File: config.mk
export PLATFORM = sky130hd
export DESIGN_NAME = yc_separator_cfg
export DESIGN_NICKNAME = d
export VERILOG_FILES = /design/src/rtl/yc_separator_cfg.sv
export SDC_FILE = /design/constraint.sdc
export NUM_CORES = 1
export LEC_CHECK = 0
export BUFFER_PORTS_ARGS = -buffer_cell sky130_fd_sc_hd__buf_4
export CAP_MARGIN = 5
export CORE_UTILIZATION = 30
export DETAILED_ROUTE_END_ITERATION = 8
export MAX_ROUTING_LAYER = met4
export SLEW_MARGIN = 20
export SYNTH_ARGS = -nofsm -noshare
export SYNTH_HDL_FRONTEND = slang
export SYNTH_SLANG_ARGS = --single-unit
export TNS_END_PERCENT = 30
File: constraint.sdc
create_clock -name clk -period 14.2 [get_ports clk]
set_input_delay 3.55 -clock clk [delete_from_list [all_inputs] [get_ports clk]]
set_output_delay 3.55 -clock clk [all_outputs]
set_load 0.05 [all_outputs]
File: src/rtl/yc_separator_cfg.sv
// Configurable Y/C separator: boxcar or 2-sample comb; outputs 2 cycles after an accepted sample.
// No backpressure: every accepted sample yields one out_valid cycle; config change flushes and refills.
module yc_separator_cfg #(
    parameter int DATA_WIDTH   = 12,
    parameter int MAX_WIN_LOG2 = 5
) (
    input  logic                         clk,
    input  logic                         rst_n,
    input  logic                         in_valid,
    input  logic signed [DATA_WIDTH-1:0] data_in,
    input  logic                         cfg_mode,
    input  logic        [2:0]            cfg_win_log2,
    output logic signed [DATA_WIDTH-1:0] luma_out,
    output logic signed [DATA_WIDTH-1:0] chroma_out,
    output logic                         out_valid,
    output logic                         busy
);
    localparam int TAPS = 1 << MAX_WIN_LOG2;
    localparam int SW   = DATA_WIDTH + MAX_WIN_LOG2;
    localparam int DW1  = DATA_WIDTH + 1;
    localparam int CW   = $clog2(TAPS + 1);
    localparam logic [2:0] WIN_MAX = 3'(MAX_WIN_LOG2);

    typedef enum logic [1:0] {
        FILL  = 2'd0,
        RUN   = 2'd1,
        FLUSH = 2'd2
    } state_t;

    state_t                       state;
    state_t                       state_nxt;
    logic signed [DATA_WIDTH-1:0] tap [TAPS];
    logic signed [SW-1:0]         sum;
    logic signed [SW-1:0]         sum_nxt;
    logic        [CW-1:0]         fill_cnt;
    logic        [CW-1:0]         fill_tgt;
    logic        [CW-1:0]         cnt_nxt;
    logic                         act_mode;
    logic        [2:0]            act_win;
    logic        [2:0]            win_c;
    logic                         cfg_change;
    logic                         accept;
    logic                         s1_vld;
    logic                         s1_ok;
    logic [MAX_WIN_LOG2-1:0]      last_idx;
    logic [MAX_WIN_LOG2-1:0]      ctr_idx;
    logic signed [DATA_WIDTH-1:0] tap_last;
    logic signed [DATA_WIDTH-1:0] tap_ctr;
    logic signed [DATA_WIDTH-1:0] box_luma;
    logic signed [DW1-1:0]        box_diff;
    logic signed [DW1-1:0]        comb_add;
    logic signed [DW1-1:0]        comb_sub;
    logic signed [DATA_WIDTH-1:0] comb_luma;
    logic signed [DATA_WIDTH-1:0] luma_sel;
    logic signed [DATA_WIDTH-1:0] chroma_sel;

    function automatic logic signed [DATA_WIDTH-1:0] sat(input logic signed [DW1-1:0] v);
        logic signed [DATA_WIDTH-1:0] r;
        if (v[DW1-1] != v[DW1-2]) begin
            r = v[DW1-1] ? {1'b1, {(DATA_WIDTH-1){1'b0}}} : {1'b0, {(DATA_WIDTH-1){1'b1}}};
        end else begin
            r = v[DATA_WIDTH-1:0];
        end
        return r;
    endfunction

    // Clamping happens before comparison so out-of-range writes alias onto the active window.
    always_comb begin
        win_c = cfg_win_log2;
        if (cfg_win_log2 == 3'd0) begin
            win_c = 3'd1;
        end else if (cfg_win_log2 > WIN_MAX) begin
            win_c = WIN_MAX;
        end
    end

    assign cfg_change = (cfg_mode != act_mode) || (win_c != act_win);
    assign accept     = in_valid && (state != FLUSH);
    assign busy       = (state != RUN);

    // last_idx = N-1 (win low ones), ctr_idx = N/2 (single bit at win-1).
    always_comb begin
        last_idx = '0;
        ctr_idx  = '0;
        for (int i = 0; i < MAX_WIN_LOG2; i++) begin
            last_idx[i] = (i < int'(act_win));
            ctr_idx[i]  = (i + 1 == int'(act_win));
        end
    end

    always_comb begin
        tap_last   = tap[last_idx];
        tap_ctr    = tap[ctr_idx];
        sum_nxt    = sum + SW'(data_in) - SW'(tap_last);
        box_luma   = DATA_WIDTH'(sum >>> act_win);
        box_diff   = DW1'(tap_ctr) - DW1'(box_luma);
        comb_add   = DW1'(tap[0]) + DW1'(tap[2]);
        comb_sub   = DW1'(tap[0]) - DW1'(tap[2]);
        comb_luma  = DATA_WIDTH'(comb_add >>> 1);
        luma_sel   = act_mode ? comb_luma : box_luma;
        chroma_sel = act_mode ? sat(comb_sub >>> 1) : sat(box_diff);
        fill_tgt   = act_mode ? CW'(3) : (CW'(1) << act_win);
        cnt_nxt    = (fill_cnt >= fill_tgt) ? fill_cnt : fill_cnt + CW'(1);
    end

    always_ff @(posedge clk) begin
        if (!rst_n) begin
            state <= FILL;
        end else begin
            state <= state_nxt;
        end
    end

    // FILL hands over to RUN on the edge that publishes the first settled output.
    always_comb begin
        state_nxt = state;
        case (state)
            FILL:    if (s1_vld && s1_ok) state_nxt = RUN;
            FLUSH:   state_nxt = FILL;
            default: state_nxt = state;
        endcase
        if (cfg_change) begin
            state_nxt = FLUSH;
        end
    end

    always_ff @(posedge clk) begin
        if (!rst_n || cfg_change) begin
            for (int i = 0; i < TAPS; i++) begin
                tap[i] <= '0;
            end
            sum        <= '0;
            fill_cnt   <= '0;
            s1_vld     <= 1'b0;
            s1_ok      <= 1'b0;
            out_valid  <= 1'b0;
            luma_out   <= '0;
            chroma_out <= '0;
            act_mode   <= cfg_mode;
            act_win    <= win_c;
        end else begin
            if (accept) begin
                tap[0] <= data_in;
                for (int i = 1; i < TAPS; i++) begin
                    tap[i] <= tap[i-1];
                end
                sum      <= sum_nxt;
                fill_cnt <= cnt_nxt;
            end
            s1_vld    <= accept;
            s1_ok     <= (state == RUN) || (cnt_nxt >= fill_tgt);
            out_valid <= s1_vld && s1_ok;
            if (s1_vld && s1_ok) begin
                luma_out   <= luma_sel;
                chroma_out <= chroma_sel;
            end
        end
    end

endmodule

**Word level (Yosys, flattened, before mapping)**

Memory sizes are Yosys's and may differ from the RTL's.
Cells that the tools add are included.
W data, S select, Z words.

- Add/sub/neg operators: 6
- $lt $le $gt $ge: 8
- Equal/unequal tests: 14
- Shift operators: 2
- Multiplexer cells: 48
- Bitwise gates (word level): 33
- Reduce and logical (&&, ||, !) cells: 13

Operator list:

| cell | number |
|---|---|
| $mux W12 | 36 |
| $or A1 B1 Y1 | 32 |
| $sub A12 B12 Y13 | 2 |
| $add A17 B12 Y17 | 1 |
| $sshr A17 B3 Y12 | 1 |
| $sub A17 B12 Y17 | 1 |
| $add A12 B12 Y13 | 1 |
| $eq A3 B3 Y1 const A | 4 |
| $ge A6 B6 Y1 | 2 |
| $mux W6 | 2 |
| $add A6 B1 Y6 const B | 1 |
| $lt A1 B3 Y1 const A | 2 |
| $lt A2 B3 Y1 const A | 2 |
| $mux W3 | 2 |
| $shl A1 B3 Y6 const A | 1 |
| $mux W1 | 5 |
| $mux W2 | 2 |
| $ne A2 B2 Y1 const B | 2 |
| $pmux W2 S2 | 1 |
| $reduce_and A2 Y1 | 2 |
| $eq A2 B3 Y1 const A | 1 |
| $gt A3 B3 Y1 const B | 1 |
| $logic_not A3 Y1 | 1 |
| $logic_or A1 B1 Y1 | 3 |
| 14 further kinds | 16 |

- Register bits after elaboration: 56
- Bits in writable memories: 384
- Output and inout bits: 26
- Memories kept: 1

Memories:

| name | depth | bits a word | rd ports | clocked after memory_dff | write ports | RTL line | text |
|---|---|---|---|---|---|---|---|
| tap | 32 | 12 | 33 | 0 | 32 | 32 | `logic signed [DATA_WIDTH-1:0] tap [TAPS];` |

**Depth between registers and ports, before layout**

Gate-level depths: netlist (run 1).

- Depth after elaboration: 9
- Depth in mapped cells: 20
- Mapped depth without buffers: 19

**Least setup slack after synthesis (run 1)**

No wires, ideal clock.

- Path type: input-to-reg
- From: in cfg_win_log2[1]
- To: mem tap[0][0] (enable)
- Arrival time: 10.797 ns
- Setup slack: 0.608 ns
- Stages on the path: 7
- Buffers on the path: 1
- Path through: nor2b_1 o21bai_1 xnor2_1 nand3_1 nor2_2 clkbuf_1 nand2_1

RTL lines:

| item | RTL line | text |
|---|---|---|
| from (decl) | 12 | `input logic [2:0] cfg_win_log2,` |
| to (decl) | 32 |  |

**Final worst setup path (run 1)**

- From: in cfg_win_log2[1]
- To: reg sum[13]

- Longest elaborated chain between the ends: 6

Ends and longest elaborated chain:

| item | RTL line | text |
|---|---|---|
| $gt A3 B3 Y1 | 72 | `end else if (cfg_win_log2 > WIN_MAX) begin` |
| $mux W3 | 72 |  |
| $mux W3 * | 70 | `if (cfg_win_log2 == 3'd0) begin` |
| net win_c[1] | 40 | `logic [2:0] win_c;` |
| $ne A3 B3 Y1 * | 77 | `assign cfg_change = (cfg_mode != act_mode) \|\| (win_c != act_win);` |
| $logic_or A1 B1 Y1 * | 77 |  |
| $logic_or A1 B1 Y1 * | 128 | `if (!rst_n \|\| cfg_change) begin` |
| to (signal assigned) | 147 | `sum <= sum_nxt;` |
| to (decl) | 33 | `logic signed [SW-1:0] sum;` |

The timed path passes the listed nets; every way through them passes the cells marked *.
A chain may end at the register's enable or synchronous reset.

==> key figures, run 1 <==
Synth
  • Synth Net Count: 1851
  • Syn Std Cell Area: 21270 µm²
  • Seq cells post-synth: 440
  • Synth top area cells: edfxtp_1 (55%), and2_1 (11%), dfxtp_1 (4.9%)
  • Syn Area/Cell: 12.18 µm²
  • Sequential fraction of the synthesis area: 0.5966
  • Post-Synthesis Cells: 1747
  • Count of flip-flops with a built-in enable after synthesis: 388
  • Post-synthesis async set-or-reset flop share: 0
  • Yosys warnings: 0
  • Largest area contributor in the netlist: edfxtp_1
  • Cell variety after synth: 83
  • Main synth FF type: edfxtp_1
  • Top cell type's share of synthesized area: 0.5477

Clock tree
  • Clk buf depth: 3
  • Postcts setup bufs: 0
  • Worst-path clk slew: 60 ps
  • CTS buffer count: 48
  • CTS Sinks: 440
  • CTS root buf: clkbuf_16
  • CTS tree: yes
  • H-tree Lvls: 2
  • Worst skew pair latency: 590 ps
  • Post-cts hold buffer count: 0
  • # resized after CTS: 0

Setup path
  • Most common cell on crit path: buf_4
  • CP Data Required Time: 14670 ps
  • CP arrival: 6990 ps
  • CP Class: in2reg
  • Slowest cell on the critical path: buf_4
  • Worst setup EP type: register
  • CP Launch Type: input pin
  • Crit Path Max Fanout: 119
  • Cells along the critical path: buf_4 -> nor2b_1 -> o21bai_1 -> xnor2_1 -> nand3_1 -> nor2_4 -> buf_4 -> inv_2 -> buf_4 -> nor2_4 -> buf_4 -> and4b_1 -> a21oi_1 -> o21ai_0
  • CP max stage delay: 710 ps

Layout
  • # fillers: 6919
  • Most frequent cells in the layout: edfxtp_1 (388), and2_1 (366), nand2_1 (100)
  • P&R area growth vs syn: 13.75%
  • N_diodes: 0
  • Layout net count: 1869
  • Share of layout cells above drive strength 1: 0.1020
  • Non-Filler Instances: 2744
  • Most common cell after layout, fill and taps aside: edfxtp_1

Pwr
  • Flop pwr share: 0.469
  • Leak pwr: 9.654 nW
  • Power per cell area: 128.4 nW/µm²
  • NetSw: 0.7715 mW
  • Maximum VDD drop: 0.00007819 V
  • Internal power: 2.335 mW
  • Switching share of power: 0.2483
  • Clock power frac: 0.419
  • Combinational fraction of design power: 0.113

Die
  • Die width: 268.3 µm
  • I/O pin total: 45
  • Total core area: 70150 µm²
  • FP Rows: 97
  • DIE AREA: 71980 µm²
  • Starting Density: 0.3032
  • Die H: 268.3 µm

STA
  • Achievable clock frequency: 0.1532 GHz
  • Tmin final: 6526 ps
  • Setup Viol. Count Final: 0
  • Relative slew margins: 0.3021
  • Slew @ Worst Pin: 1047 ps
  • Fin Clk Skew: 19.47 ps
  • Final TNS setup: 0 ps
  • Hold Vio Cnt, Final: 0
  • RSZ-0062 raised after global routing: false
  • Tcrit/Tclk final: 0.4595
  • Pins Over Slew Limit: 0

Hold path
  • Hold Crit Class: reg2reg

Run status
  • Status: finished, final reports clean

Global route
  • Global-route wire length before repair: 76.38 mm
  • Largest net degree at the start of global routing: 130
  • Number of global-route vias before repair: 12.88k
  • Initial antenna violation count: 0
  • Grt ovf: 0
  • Gr usage total: 0.1409

Run
  • Max Cap Violations: 0

Route
  • WL/cell: 17.72 µm
  • WL final: 48.64 mm
  • Vias per cell: 4.827
  • Post-route DRC: 0
  • DR pass1 iterations: 5
  • DRT iter0 DRCs: 1288
  • Routed Antenna Nets: 0
  • Routed vias: 13.25k

Placed design
  • Buffers on Ports: 44
  • DP Wirelength: 31.24 mm
  • Gpl congestion: 0.9259
  • Cell count after placement: 2655
[critical path: cells and delay by family]
family	cells	cell delay (ps)
AOI/OAI and AO/OA	3	340
xor gates and xnor gates	1	140
and+or+nand+nor	5	870
buffers and inverters	5	2030
[power groups by stage]
stage	sequential (mW)	combinational [mW]	clock, mW
after global placement	1.48	0.341	0
after floorplan	1.49	0.256	0
after CTS	1.46	0.348	1.34
after global routing	1.46	0.381	1.39
after detailed placement	1.48	0.346	0
final	1.46	0.350	1.30
[Yosys cell counts (6+ instances only)]
master,number
edfxtp_1,388
and2_1,366
nand2_1,101
a21oi_1,88
nor2_1,85
inv_1,67
ha_1,66
o21ai_0,65
clkbuf_1,54
dfxtp_1,52
nor3_1,48
xnor2_1,33
mux2i_1,32
buf_2,22
fa_1,19
a31oi_1,15
nand2b_1,14
a211oi_1,13
mux4_2,13
xor2_1,12
a21o_1,11
nor2b_1,11
nand3_1,10
o21ai_1,9
buf_1,8
clkbuf_2,7
o211ai_1,7
o221ai_1,7
or3_1,7
a22o_1,6
nand4_1,6
o21bai_1,6
[state kept, by name, indices dropped and copies added, names as in the netlist]
name / flops
s1_vld: 1
out_valid: 1
chroma_out: 12
luma_out: 12
s1_ok: 1
sum: 17
act_mode: 1
act_win: 3
tap: 384
fill_cnt: 6
state: 2
[per-stage QoR]
step	cell area, µm²	worst slack [ps]	total power [mW]	hold WS [ps]	utilization
finish	24200	7674	3.107	460.2	0.3450
global placement	22540	7107	1.824	444.7	0.3213
detailed placement	22540	7055	1.829	454.1	0.3213
global route	24200	7369	3.229	482.1	0.3450
floorplan	21270	608.2	1.743	448.7	-
CTS	24200	7668	3.141	463.2	0.3450
[worst paths after layout]
path	from	end	slack, ps	depth (start not counted)
setup / recovery	cfg_win_log2[1]	sum[13]$_SDFFE_PP0P_	7670	14
hold / removal	luma_out[6]$_SDFFE_PP0P_	luma_out[6]$_SDFFE_PP0P_	460	2
setup reg to reg	act_win[1]$_DFFE_PP_	s1_ok$_SDFF_PP0_	8930	18
hold reg to reg	luma_out[6]$_SDFFE_PP0P_	luma_out[6]$_SDFFE_PP0P_	460	2
[cell type report]
cell class	count	area (µm²)	share of cell area
Clock buffer	58	1311	0.05419
Timing Repair Buffer	61	457.9	0.01892
Tap cell	940	1176	0.04860
Inverter	71	266.5	0.01101
Clock inverter	31	349.1	0.01443
Multi-Input combinational cell	1143	7945	0.3283
Sequential cell	440	12690	0.5245
[kinds of logic after synthesis]
| group | Yosys count | share of synthesized area |
|---|---|---|
| flops | 440 | 0.5966 |
| fa+ha+maj | 85 | 0.05670 |
| mux | 51 | 0.03200 |
| xor+xnor | 46 | 0.01929 |
| compound gates | 291 | 0.09128 |
| simple gates | 670 | 0.1727 |
| buf+inv | 164 | 0.03135 |
[layer usage]
layer / global-route usage / share of wire / up-vias
met3: 0.02273 / 0.051 / 102
li1: - / - / 6253
met4: 0.05730 / 0.039 / 0
met5: - / 0 / -
met2: 0.2011 / 0.43 / 361
met1: 0.1978 / 0.48 / 6530
No activity file was read; power rests on OpenSTA's default activity.
==> inputs of run 2 (changes only) <==
Clock period 14.2 ns to 6.1 ns, I/O delays scaled along.
==> run 2 against run 1 <==
Non-clock buffer count is 5 higher. Wire length increased by 3.6%. Register-to-register slack got worse by 7600 ps. Die area is the same. Clock power grew 120%. Worst hold slack got worse by 3.1 ps. Design area hardly changed. Setup slack got worse by 6400 ps. Sequential cell count unchanged. Final cell count is essentially flat.
==> key figures, run 2 (synthesized netlist as in run 1, its figures left out) <==
Clock tree
  • CTS Sinks: 440
  • Clk buf depth: 3
  • CTS root buf: clkbuf_16
  • # resized after CTS: 0
  • CTS tree: yes
  • Worst skew pair latency: 590 ps
  • Postcts setup bufs: 0
  • H-tree Lvls: 2
  • CTS buffer count: 47
  • Worst-path clk slew: 60 ps
  • Post-cts hold buffer count: 0

Route
  • DR pass1 iterations: 5
  • WL/cell: 18.34 µm
  • Post-route DRC: 0
  • WL final: 50.38 mm
  • Routed vias: 13.27k
  • Vias per cell: 4.831
  • DRT iter0 DRCs: 1341
  • Routed Antenna Nets: 0

Layout
  • Layout net count: 1873
  • # fillers: 6955
  • Most frequent cells in the layout: edfxtp_1 (388), and2_1 (366), nand2_1 (100)
  • Largest Register: tap
  • Share of layout cells above drive strength 1: 0.09972
  • Final instance area: 24180 µm²
  • P&R area growth vs syn: 13.67%
  • Non-Filler Instances: 2746
  • Biggest regs: tap: 384 flops, sum: 17 flops
  • Most common cell after layout, fill and taps aside: edfxtp_1
  • Max reg flops: 384

Die
  • Die H: 268.3 µm
  • Die width: 268.3 µm
  • FP Rows: 97
  • I/O pin total: 45
  • Starting Density: 0.3032
  • Total core area: 70150 µm²
  • DIE AREA: 71980 µm²

Placed design
  • Placed cell area: 22660 µm²
  • Gpl congestion: 0.8787
  • DP Wirelength: 33.36 mm
  • Buffers on Ports: 44
  • Pre-CTS setup slack: 1288 ps
  • Cell count after placement: 2660

Global route
  • Grt ovf: 0
  • Gr usage total: 0.1456
  • Global-route wire length before repair: 78.56 mm
  • Largest net degree at the start of global routing: 194
  • Initial antenna violation count: 0
  • Number of global-route vias before repair: 12.90k

Setup path
  • Crit Path Max Fanout: 13
  • CP arrival: 5210 ps
  • CP Class: reg2reg
  • Worst setup EP type: register
  • CP Data Required Time: 6520 ps
  • CP Launch Type: register

Pwr
  • Clock power frac: 0.404
  • Leak pwr: 9.649 nW
  • Internal power: 5.291 mW
  • Combinational fraction of design power: 0.115
  • Maximum VDD drop: 0.0001677 V
  • NetSw: 1.765 mW
  • Power per cell area: 291.8 nW/µm²
  • Flop pwr share: 0.481
  • Switching share of power: 0.2502

STA
  • Achievable clock frequency: 0.2089 GHz
  • Tmin final: 4786 ps
  • Slew @ Worst Pin: 1085 ps
  • Pins Over Slew Limit: 0
  • Final TNS setup: 0 ps
  • Hold Vio Cnt, Final: 0
  • Tcrit/Tclk final: 0.7846
  • Worst hold margin: 457.1 ps
  • Setup Viol. Count Final: 0
  • RSZ-0062 raised after global routing: false
  • Final worst slack: 1314 ps
  • Relative slew margins: 0.2765
  • Fin Clk Skew: 20.68 ps

Run
  • Max Cap Violations: 0

Run status
  • Status: finished, final reports clean

Hold path
  • Hold Crit Class: reg2reg
run 2: cell types whose count changed in the layout (fill, tap and decap cells not counted), moves of 3 or more:
cell,delta
clkbuf_1,+4
clkinvlp_4,-5
clkbuf_16,-3
buf_12,+6
run 2: final timing paths:
check | from | endpoint | slack (ps) | depth (start not counted)
setup reg to reg | act_win[1]$_DFFE_PP_ | s1_ok$_SDFF_PP0_ | 1310 | 18
setup / recovery | act_win[1]$_DFFE_PP_ | s1_ok$_SDFF_PP0_ | 1310 | 18
hold / removal | chroma_out[11]$_SDFFE_PP0P_ | chroma_out[11]$_SDFFE_PP0P_ | 460 | 2
hold reg to reg | chroma_out[11]$_SDFFE_PP0P_ | chroma_out[11]$_SDFFE_PP0P_ | 460 | 2
run 2: final cells by class:
class,count,area (µm²),share of cell area
Sequential cell,440,12690,0.5249
Timing Repair Buffer,66,570.5,0.02360
Clock inverter,28,290.3,0.01200
Clock buffer,57,1224,0.05061
Multi-Input combinational cell,1143,7959,0.3291
Inverter,71,266.5,0.01102
Tap cell,940,1176,0.04864
Antenna cell,1,2.502,0.0001035
run 2: layer usage:
metal  vias up  GRT usage  wire [µm]
met4         0    0.04680       1277
met3        75    0.02135       2613
met1      6603     0.2076      24270
met5         -          -          0
li1       6263          -          -
met2       325     0.2114      22210
run 2: power groups by stage:
stage                     Clock, mW  Combinational (mW)  Sequential (mW)
after floorplan                   0               0.597             3.44
after global placement            0               0.795             3.46
after detailed placement          0               0.802             3.46
after CTS                      2.93               0.807             3.40
after global routing           3.04               0.890             3.40
final                          2.85               0.811             3.40
run 2: worst max-delay path, cell delays in order (launching register included):
cell and delay [ps]:
edfxtp_1 390, inv_1 410, nand2_1 330, o21ai_0 450, ha_1 310, nand2b_1 140, a21o_1 170, a21o_1 160
a21o_1 170, a21o_1 200, a21oi_1 450, mux2_2 400, ha_1 290, a21o_1 150, a21o_1 170, a21oi_1 150
nor2b_1 60, o21ai_0 160, a21oi_1 80
run 2: per-stage QoR:
stage	utilization	power, mW
2_1_floorplan	-	4.035
3_3_place_gp	0.3231	4.253
3_5_place_dp	0.3231	4.260
4_1_cts	0.3447	7.133
5_1_grt	0.3447	7.331
6_report	0.3447	7.056
==> inputs of run 3 (changes only) <==
Clock period 6.1 ns to 4.2 ns, I/O delays scaled along.
==> run 3 against run 2 <==
First-iteration DRC count down 23%. Critical path type unchanged. Combinational power up 62%. Core utilization up 0.98 points. Die area unchanged. Via count up 1.5%. Setup slack worse by 1200 ps. Fmax up 19%. Critical path depth down 2. Register-to-register slack worse by 1200 ps. Clock power up 46%.
==> key figures, run 3 (synthesized netlist as in run 1, its figures left out) <==
Pwr
  • Tot Pwr: 10.40 mW
  • Leak pwr: 10.01 nW
  • Power per cell area: 418.3 nW/µm²
  • Maximum VDD drop: 0.0002728 V

STA
  • Worst hold margin: 454.4 ps
  • Setup Viol. Count Final: 0
  • RSZ-0062 raised after global routing: false
  • Achievable clock frequency: 0.2477 GHz
  • Hold Vio Cnt, Final: 0
  • Tcrit/Tclk final: 0.9614
  • Slew @ Worst Pin: 1153 ps
  • Tmin final: 4038 ps
  • Fin Clk Skew: 31.92 ps
  • Relative slew margins: 0.2295
  • Pins Over Slew Limit: 0

Placed design
  • Gpl congestion: 0.9408
  • Buffers on Ports: 44
  • DP Wirelength: 35.62 mm
  • Placed cell area: 23180 µm²

Global route
  • Largest net degree at the start of global routing: 97
  • Grt ovf: 0
  • Gr usage total: 0.1496
  • Global-route wire length before repair: 80.28 mm
  • Number of global-route vias before repair: 13.17k
  • Initial antenna violation count: 0

Route
  • DRT iter0 DRCs: 1031
  • WL final: 51.72 mm
  • WL/cell: 18.43 µm
  • Routed Antenna Nets: 0
  • Post-route DRC: 0
  • Vias per cell: 4.799
  • Routed vias: 13.47k
  • DR pass1 iterations: 5

Setup path
  • Worst r2r src: act_win[0]$_DFFE_PP_
  • CP Data Required Time: 4760 ps
  • Crit Path Max Fanout: 5
  • CP Class: reg2reg
  • Reg2Reg Depth: 16
  • CP Launch Type: register
  • Worst r2r dst: sum[16]$_SDFFE_PP0P_
  • CP arrival: 4590 ps
  • Worst setup startpoint: act_win[0]$_DFFE_PP_
  • FF-to-FF setup slack: 160 ps
  • Worst setup EP type: register

Die
  • Starting Density: 0.3032
  • Die width: 268.3 µm
  • Total core area: 70150 µm²
  • DIE AREA: 71980 µm²
  • FP Rows: 97
  • I/O pin total: 45
  • Die H: 268.3 µm

Layout
  • Final instance area: 24870 µm²
  • Largest Register: tap
  • Most common cell after layout, fill and taps aside: edfxtp_1
  • Most frequent cells in the layout: edfxtp_1 (388), and2_1 (366), buf_4 (107)
  • Biggest regs: tap: 384 flops, sum: 17 flops
  • Layout net count: 1933
  • P&R area growth vs syn: 16.89%
  • Share of layout cells above drive strength 1: 0.1371
  • N_diodes: 0
  • Max reg flops: 384

Run
  • Max Cap Violations: 0

Clock tree
  • Worst skew pair latency: 610 ps
  • Clk buf depth: 3
  • CTS Sinks: 440
  • CTS tree: yes
  • H-tree Lvls: 2
  • Worst-path clk slew: 60 ps
  • CTS root buf: clkbuf_16
  • CTS buffer count: 48

Hold path
  • Hold Crit Class: reg2reg
  • Hold Path End: luma_out[1]$_SDFFE_PP0P_
  • Hold Startpoint: luma_out[1]$_SDFFE_PP0P_
  • Hold path depth: 2

Run status
  • Status: finished, final reports clean
==> run 3: critical path, stage by stage (launching register included) <==
cell	delay, ps
edfxtp_1	410
buf_6	170
mux4_2	490
nand2_1	80
o21ai_0	110
ha_1	300
inv_1	40
ha_1	220
fa_2	450
a211oi_4	260
o21ai_2	120
a2111oi_4	390
o31ai_4	150
a2111oi_2	320
a41oi_1	110
a211o_1	290
nand2_1	60
==> run 3: final cells by class <==
type	instances	area, µm²
multi-input combinational	1143	8029
clock inverter	29	285.3
fill	6954	45280
timing repair buffer	125	1142
sequential	440	12690
tap	940	1176
clock buffer	59	1274
inverter	71	266.5
==> run 3: timing repair <==
action / in CTS / in global routing
pin swaps: 0 / 4
hold buffers: 0 / 0
gates resized for setup: 2 / 22
setup endpoints to repair: 2 / 16
buffers inserted: 0 / 2
gates cloned: 0 / 1
==> run 3: where the power goes <==
part | switching [mW] | internal [mW]
Clock | 1.80 | 2.36
Sequential | 0.0661 | 4.86
Combinational | 0.788 | 0.526
Total | 2.65 | 7.75
==> run 3: worst max path at each step <==
stage	end	slack, ps	cells past startpoint
after global placement	s1_ok$_SDFF_PP0_	-30	19
after floorplan	sum[16]$_SDFFE_PP0P_	-290	19
after global routing	chroma_out[9]$_SDFFE_PP0P_	0.8	14
final	sum[16]$_SDFFE_PP0P_	160	16
after detailed placement	s1_ok$_SDFF_PP0_	-80	19
after CTS	chroma_out[2]$_SDFFE_PP0P_	20	14
==> run 3: per-stage QoR <==
stage               instances    util  setup TNS [ps]  setup slack (ps)
global placement         2716  0.3304          -34.39            -34.39
CTS                      2804  0.3528               0             15.11
detailed placement       2716  0.3304          -99.43            -80.99
floorplan                1747       -          -416.1            -288.5
global route             2807  0.3545               0            0.7665
finish                   2807  0.3545               0             162.2
==> run 3: routing by layer <==
metal / part of all wire / global-route usage
met4: 0.020 / 0.03691
met2: 0.44 / 0.2219
met3: 0.059 / 0.02199
met1: 0.48 / 0.2136
met5: 0 / -
